===== src/rtl/step_sequencer.sv =====
// Pattern step sequencer: NUM_STEPS x NUM_CH pattern, tick-divided step clock, per-channel square-wave tones.
// Define SEQ_SWING_EN to lengthen even steps and shorten odd steps by TICK_DIV/4 (swing feel).
module step_sequencer #(
   parameter int NUM_STEPS = 16,
   parameter int NUM_CH    = 4,
   parameter int TICK_DIV  = 20000000,
   parameter int TONE_W    = 32,
   localparam int SW       = $clog2(NUM_STEPS)
) (
   input  logic                     clock,
   input  logic                     reset_n,
   input  logic                     run,
   input  logic                     pat_we,
   input  logic [SW-1:0]            pat_step,
   input  logic [NUM_CH-1:0]        pat_data,
   input  logic [SW:0]              seq_len,
   input  logic [NUM_CH*TONE_W-1:0] tone_div,
   output logic [SW-1:0]            step,
   output logic [NUM_STEPS-1:0]     step_onehot,
   output logic                     tick,
   output logic [NUM_CH-1:0]        gate,
   output logic [NUM_CH-1:0]        speaker
);

   typedef enum logic {
      STOPPED = 1'b0,
      RUNNING = 1'b1
   } state_e;

`ifdef SEQ_SWING_EN
   localparam int CNT_W = $clog2(TICK_DIV + TICK_DIV / 4);
`else
   localparam int CNT_W = $clog2(TICK_DIV);
`endif

   localparam logic [SW:0] FULL_LEN = (SW + 1)'(NUM_STEPS);

   state_e              state_q;
   logic [CNT_W-1:0]    tick_cnt_q;
   logic [CNT_W-1:0]    reload_cur;
   logic [CNT_W-1:0]    reload_nxt;
   logic [SW-1:0]       step_q;
   logic [SW-1:0]       step_d;
   logic                tick_q;
   logic [SW:0]         eff_len;
   logic [NUM_CH-1:0]   pattern_q [NUM_STEPS];

   // NOTE: every always_comb output gets a default assignment first so no path can leave it unassigned and infer a latch.
   always_comb begin
      eff_len = seq_len;
      if (seq_len == '0 || seq_len > FULL_LEN) begin
         eff_len = FULL_LEN;
      end
      step_d = step_q + 1'b1;
      if ({1'b0, step_q} >= eff_len - 1'b1) begin
         step_d = '0;
      end
   end

   // Dwell reload for the step being held (pause/resume) and for the step being entered on advance.
`ifdef SEQ_SWING_EN
   localparam logic [CNT_W-1:0] RELOAD_EVEN = CNT_W'(TICK_DIV + TICK_DIV / 4 - 1);
   localparam logic [CNT_W-1:0] RELOAD_ODD  = CNT_W'(TICK_DIV - TICK_DIV / 4 - 1);
   assign reload_cur = step_q[0] ? RELOAD_ODD : RELOAD_EVEN;
   assign reload_nxt = step_d[0] ? RELOAD_ODD : RELOAD_EVEN;
`else
   assign reload_cur = CNT_W'(TICK_DIV - 1);
   assign reload_nxt = CNT_W'(TICK_DIV - 1);
`endif

   // NOTE: sequential state uses non-blocking assignments so every flop samples pre-edge values regardless of block order.
   always_ff @(posedge clock or negedge reset_n) begin
      if (!reset_n) begin
         state_q    <= STOPPED;
         tick_cnt_q <= CNT_W'(TICK_DIV - 1);
         step_q     <= '0;
         tick_q     <= 1'b0;
      end else begin
         tick_q <= 1'b0;
         case (state_q)
            STOPPED: begin
               tick_cnt_q <= reload_cur;
               if (run) begin
                  state_q <= RUNNING;
               end
            end
            RUNNING: begin
               if (!run) begin
                  state_q    <= STOPPED;
                  tick_cnt_q <= reload_cur;
               end else if (tick_cnt_q == '0) begin
                  tick_cnt_q <= reload_nxt;
                  step_q     <= step_d;
                  tick_q     <= 1'b1;
               end else begin
                  tick_cnt_q <= tick_cnt_q - 1'b1;
               end
            end
         endcase
      end
   end

   // NOTE: the pattern array is reset explicitly because a reset must read back as an empty pattern.
   always_ff @(posedge clock or negedge reset_n) begin
      if (!reset_n) begin
         for (int r = 0; r < NUM_STEPS; r++) begin
            pattern_q[r] <= '0;
         end
      end else if (pat_we) begin
         pattern_q[pat_step] <= pat_data;
      end
   end

   assign gate        = pattern_q[step_q] & {NUM_CH{state_q == RUNNING}};
   assign step        = step_q;
   assign step_onehot = NUM_STEPS'(1) << step_q;
   assign tick        = tick_q;

   for (genvar c = 0; c < NUM_CH; c++) begin : g_ch
      logic [TONE_W-1:0] div_c;
      logic [TONE_W-1:0] tone_cnt_q;
      logic              spk_q;

      assign div_c = tone_div[c*TONE_W +: TONE_W];

      always_ff @(posedge clock or negedge reset_n) begin
         if (!reset_n) begin
            tone_cnt_q <= '0;
            spk_q      <= 1'b0;
         end else if (!gate[c] || div_c == '0) begin
            tone_cnt_q <= div_c - 1'b1;
            spk_q      <= 1'b0;
         end else if (tone_cnt_q == '0) begin
            tone_cnt_q <= div_c - 1'b1;
            spk_q      <= ~spk_q;
         end else begin
            tone_cnt_q <= tone_cnt_q - 1'b1;
         end
      end

      // Masking keeps the output silent in the very cycle gate drops, before the flop clears.
      assign speaker[c] = spk_q & gate[c] & (div_c != '0);
   end

endmodule


===== config.mk =====
export PLATFORM = sky130hd
export DESIGN_NAME = step_sequencer
export DESIGN_NICKNAME = d
export VERILOG_FILES = /design/src/rtl/step_sequencer.sv
export SDC_FILE = /design/constraint.sdc
export NUM_CORES = 1
export LEC_CHECK = 0
export ABC_AREA = 1
export ABC_CLOCK_PERIOD_IN_PS = 3700
export CORE_ASPECT_RATIO = 0.7
export CORE_UTILIZATION = 61
export CTS_BUF_LIST = sky130_fd_sc_hd__clkbuf_4 sky130_fd_sc_hd__clkbuf_8
export CTS_CLUSTER_DIAMETER = 200
export DETAILED_ROUTE_END_ITERATION = 12
export GPL_TIMING_DRIVEN = 0
export PLACE_DENSITY = 0.95
export SYNTH_ARGS = -nofsm -noshare
export SYNTH_HDL_FRONTEND = slang
export SYNTH_SLANG_ARGS = --single-unit

===== constraint.sdc =====
create_clock -name clock -period 3.7 [get_ports clock]
set_clock_uncertainty 0.1 [all_clocks]
set_input_delay 0.555 -clock clock [delete_from_list [all_inputs] [get_ports clock]]
set_output_delay 0.555 -clock clock [all_outputs]
set_load 0.005 [all_outputs]

Word level (Yosys, flattened, before mapping)
Cells that the tools add are included.
{ "word_totals": {"regBits": 227, "inputBits": 145, "out_inout_bits": 29, "word_cells": 121} }
{ "classes": {"n_addsub": 11, "magnitude_cmp": 5, "n_shift": 1, "n_mux": 31, "bitwise": 16, "reduce_logical": 29} }
{ "ops": {"columns": ["operator", "n"], "rows": [
  ["$logic_not A32 Y1", 8],
  ["$mux W32", 8],
  ["$sub A32 B1 Y32 const B", 8],
  ["$reduce_bool A32 Y1", 4],
  ["$bwmux W64", 1],
  ["$mux W25", 2],
  ["$pmux W25 S2", 1],
  ["$logic_not A25 Y1", 1],
  ["$sub A25 B1 Y25 const B", 1],
  ["$bmux W4 S4", 1],
  ["$demux W4 S4", 1],
  ["$mux W4", 4],
  ["$shl A1 B4 Y16 const A", 1],
  ["$mux W1", 12],
  ["$ge A5 B5 Y1 const B", 2],
  ["$not A4 Y5", 2],
  ["$and A1 B1 Y1", 8],
  ["$reduce_bool A2 Y1", 4],
  ["$ge A4 B5 Y1", 1],
  ["$gt A5 B5 Y1 const B", 1],
  ["$logic_not A5 Y1", 1],
  ["$logic_or A1 B1 Y1", 5],
  ["$lt A5 B1 Y1 const B", 1],
  ["$mux W5", 1],
  ["other kinds (7)", 14]
]} }

Logic depth before layout (Yosys ltp)
{ "depth": {"word_depth": 8, "depth_mapped": 14, "depth_no_buf": 13} }

Worst setup path before layout
OpenSTA, ideal clock, no wires.
{ "synth_path": {"path_kind": "input to register", "startpoint": "in seq_len[0]", "endpoint": "reg step_q[3], in the netlist step[3]", "setup_ns": 0.118, "arrival_time_ns": 2.568, "required_time_ns": 3.482, "path_slack_ns": 0.915, "cell_stages": 13, "path_buffers": 0, "path_cell_list": "or4_1 > ha_1 > inv_1 > nand2_1 > ha_1 > xor2_1 > ha_1 > a21boi_0 > o21ai_0 > nand2_1 > nand2_1 > nand3b_1 > nand2_1"} }
{ "synth_between": {"elab_chain_cells": 6, "elab_cells_between_ends": 7, "cone_classes": "add/sub: 1; order compare: 2; mux: 2; reduce/logical: 2"} }
{ "synth_lines": {"columns": ["element", "line_no", "source"], "rows": [
  ["start, declared", "16", "input logic [SW:0] seq_len,"],
  ["$gt A5 B5 Y1 or $logic_not A5 Y1 (tied branches)", "51", "if (seq_len == '0 || seq_len > FULL_LEN) begin"],
  ["$logic_or A1 B1 Y1", "51", null],
  ["$mux W5 (*)", "51", null],
  ["$sub A5 B1 Y5 (*)", "55", "if ({1'b0, step_q} >= eff_len - 1'b1) begin"],
  ["$ge A4 B5 Y1 (*)", "55", null],
  ["$mux W4 (*)", "55", null],
  ["end signal, assigned", "93", "step_q <= step_d;"],
  ["end, declared", "42", "logic [SW-1:0] step_q;"]
]} }
Every way passes the cells marked *; elsewhere a longest branch is shown, timed or not.
A chain may end at the register's enable or synchronous reset.

Worst setup path in the final report
{ "layout_path": {"startpoint": "reg step_q[1], in the netlist step[1]", "endpoint": "out speaker[1]"} }
{ "layout_between": {"elab_chain_cells": 7} }
{ "layout_lines": {"columns": ["element", "line_no", "source"], "rows": [
  ["$not A4 Y5 (not written as such)", "114", "assign gate = pattern_q[step_q] & {NUM_CH{state_q == RUNNING}};"],
  ["$bmux W4 S4", "114", null],
  ["$mux W4 (not written as such) (2 in a row)", "114", null],
  ["$and A4 B4 Y4", "114", null],
  ["$and A1 B1 Y1 (2 in a row)", "142", "assign speaker[c] = spk_q & gate[c] & (div_c != '0);"],
  ["end, declared", "22", "output logic [NUM_CH-1:0] speaker"]
]} }
No other way between the ends. The select of a mux whose other input is x is not followed.

==> run_results.csv <==
group,metric,value,unit
floorplan,dieArea,32700,µm²
floorplan,dieHeight,151,µm
timing,slew_headroom,44.7,%
floorplan,core,31300,µm²
layout,multi_input_area,12100,µm²
timing,fin_hold_ws,0.356,ns
synth,yosysSeqAreaShare,29.3,%
pwr,peakVddDrop,0.198,mV
placement,dp_hpwl,49200,µm
global_route,grt_util_met2,55.3,%
synth,ys_types,38,
synth,syn_area_per_cell,5.90,µm²
critical_path,worstSetupStartpointType,"flop",
synth,ys.warnings.count,0,
critical_path,reg2regPathDepth,9,
pwr,switchingPower,2.62,mW
pwr,powerDensity,335,nW/µm²
critical_path,reg2reg_from,"tick_cnt_q[0]",
synth,yosys-top-cells-area,"nand2_1 (27%), dfrtp_1 (27%), nor2_1 (10%)",
global_route,use_met1,53.6,%
pwr,total_power,7.62,mW
critical_path,slowest_delay,0.52,ns
timing,setup_viol,0,
global_route,grt_usage,37.8,%
synth,yosys.cell_count.top_type,"nand2_1",
clocking,cts.sinks,227,
synth,synth.largest_area_cell,"nand2_1",
critical_path,crit_type,"flop to primary output",
routing,drt_wl_total,62800,µm
critical_path,crit_chain,"buf_4 > inv_6 > buf_6 > nand3_1 > nand3_1 > nand3_1 > nand2_2 > nand3_4 > buf_8 > nor2_1 > clkdlybuf4s50_1",
timing,hold_viol,0,
synth,ys_ff_latch,227,
synth,netlist_area,19500,µm²
synth,synth_edf_count,0,
critical_path,crit_end,"speaker[1]",
placement,place_congestion,1.10,
routing,drc,0,
routing,vias,22100,
layout,antenna_cells,0,
pwr,clock_power_share,33.9,%
routing,vias_per_cell,5.57,
global_route,grt_max_degree,97,
global_route,use_met3,10.3,%
global_route,first_global_vias,19500,
critical_path,cp-startpoint,"step[1]",
floorplan,top_level_ports,174,
routing,first_iter_violations,2572,
critical_path,arrival,2.95,ns
layout,layout.area.seq,5700,µm²
synth,syn-num-nets,3472,
floorplan,die_w,216,µm
critical_path,rrSetupSlack,1.33,ns
critical_path,end_kind,"primary output",
floorplan,rows,54,
pwr,comb_power_share,25.6,%
timing,fin_crit_sh,97.5,%
layout,final_util,72.9,%
layout,fill_cells,2605,
pwr,p_leak,10.8,nW
routing,drt_first_pass_iters,6,
clocking,numCtsBuffers,38,
clocking,htreeDepth,2,
timing,tightest_slew,0.823,ns
layout,final_area,22800,µm²
critical_path,cp_common_cell,"nand3_1",
layout,area_growth,17.0,%
clocking,clockBufferDepth,3,
global_route,top_usage_layer,"met2",
synth,synthCells,3298,
timing,min_period,3.61,ns
timing,fmax,277,MHz
clocking,cts-root-buf,"clkbuf_8",
min_path,min_path_type,"flop to flop",
critical_path,cpMaxStageDelayCell,"clkdlybuf4s50_1",
timing,setup-tns-final,0,ns
job,drv_cap,0,
pwr,sequentialPowerShare,40.5,%
timing,slew_violations,0,
critical_path,path_max_fanout,11,
critical_path,r2r-end,"tick_cnt_q[3]",
pwr,swShare,34.4,%
clocking,clkTransAtPathRegs,0.06,ns
status,status,"finished clean",
critical_path,required,3.04,ns
placement,placed_area,21800,µm²
pwr,p_int,5.00,mW
clocking,cts_tree,"yes",
synth,dominantRegCellSynth,"dfrtp_1",
routing,avgRoutedWirePerCell,15.8,µm
layout,fin_nets,3693,
layout,drive_gt1_share,6.20,%
global_route,gr-total-overflow,0,
clocking,clk_latency,0.58,ns
synth,async_reset_ff_share,100,%
synth,synth_top_cells_by_count,"nand2_1 (1415), nor2_1 (538), inv_1 (304)",
global_route,grt_antenna_before_repair,0,
timing,rsz0062_at_grt,"no",
floorplan,start_util,62.2,%
placement,portBuffers,173,
routing,antenna_left,0,
synth,synth_top_area_share,27.3,%
global_route,grt_pass1_wl,98200,µm
## state kept, by name (all words and copies together) (netlist names)
register,count
g_ch.tone_cnt_q,128
pattern_q,64
tick_cnt_q,25
g_ch.spk_q,4
step,4
state_q,1
tick,1
## final cells by class
| cell class | count | area share [%] |
|---|---|---|
| multi-input combinational | 2690 | 53.1 |
| sequential | 227 | 25.0 |
| timing repair buffer | 181 | 8.08 |
| inverter | 311 | 5.17 |
| clock buffer | 59 | 3.18 |
| buffer | 70 | 2.54 |
| tap | 420 | 2.31 |
| clock inverter | 10 | 0.560 |
## per-layer routing
metal / up-vias / routed length [µm]
met5: - / 0
met4: 0 / 2110
met3: 162 / 8220
met2: 1307 / 25900
met1: 9980 / 26500
li1: 10700 / -
## worst max-delay path: cells and delay by family (launching register included)
family,cells,cell delay (ns)
buffers and inverters,5,1.20
flip-flops,1,0.46
AND/OR/NAND/NOR,6,0.74
## kinds of logic after synthesis
kind of cell	count (synthesis)	synth area share [%]
flip-flops	227	29.3
AND/OR/NAND/NOR	2348	49.5
AO/OA/AOI/OAI	193	5.19
XOR/XNOR	120	5.40
buffers and inverters	381	8.83
adder cells (fa/ha/maj)	29	1.86
## cell usage in the layout (no fill, tap or decap), types with 19 or more instances in the layout
cell type / synthesis / routed
clkdlybuf4s50_1: 0 / 171
o21ai_0: 153 / 153
clkbuf_8: 0 / 45
nor2_2: 21 / 21
nor2_1: 538 / 536
xor2_1: 55 / 55
nand2_1: 1415 / 1410
nor3_1: 29 / 29
ha_1: 29 / 29
nand4_1: 75 / 75
inv_1: 304 / 304
buf_2: 23 / 19
nand3_1: 199 / 199
xnor2_1: 65 / 65
and2_1: 29 / 29
dfrtp_1: 212 / 210
buf_6: 28 / 28
## worst min path at each step
stage / start / endpoint / cells past startpoint
3_3_place_gp: tick_cnt_q[0] / tick_cnt_q[0] / 1
2_1_floorplan: reset_n / g_ch[0].spk_q / 0
4_1_cts: tick_cnt_q[0] / tick_cnt_q[0] / 1
3_5_place_dp: tick_cnt_q[0] / tick_cnt_q[0] / 1
6_report: tick_cnt_q[0] / tick_cnt_q[0] / 1
5_1_grt: tick_cnt_q[0] / tick_cnt_q[0] / 1
## power groups by stage
stage / Sequential (mW) / Combinational, mW / Clock [mW]
after global routing: 3.11 / 2.18 / 2.69
after floorplan: 3.02 / 1.22 / 0
after global placement: 3.10 / 1.80 / 0
after detailed placement: 3.10 / 1.86 / 0
after CTS: 3.07 / 1.89 / 2.58
final: 3.09 / 1.95 / 2.58
## through the flow
step | instances | setup slack, ns
floorplan | 3298 | 0.915
global placement | 3891 | -7.68
detailed placement | 3893 | 0.0478
CTS | 3963 | 0.0105
global route | 3968 | 0.00169
finish | 3968 | 0.0935
## repair_timing
| action | 4_1_cts | 5_1_grt |
|---|---|---|
| buffers inserted | 0 | 5 |
| endpoints found under the setup margin | 4 | 4 |
| endpoints found under the hold margin | 58 | 0 |
| hold buffers | 1 | 0 |
| resized for setup | 13 | 16 |
| pin swaps | 0 | 1 |
No activity file was read; power rests on OpenSTA's default activity.
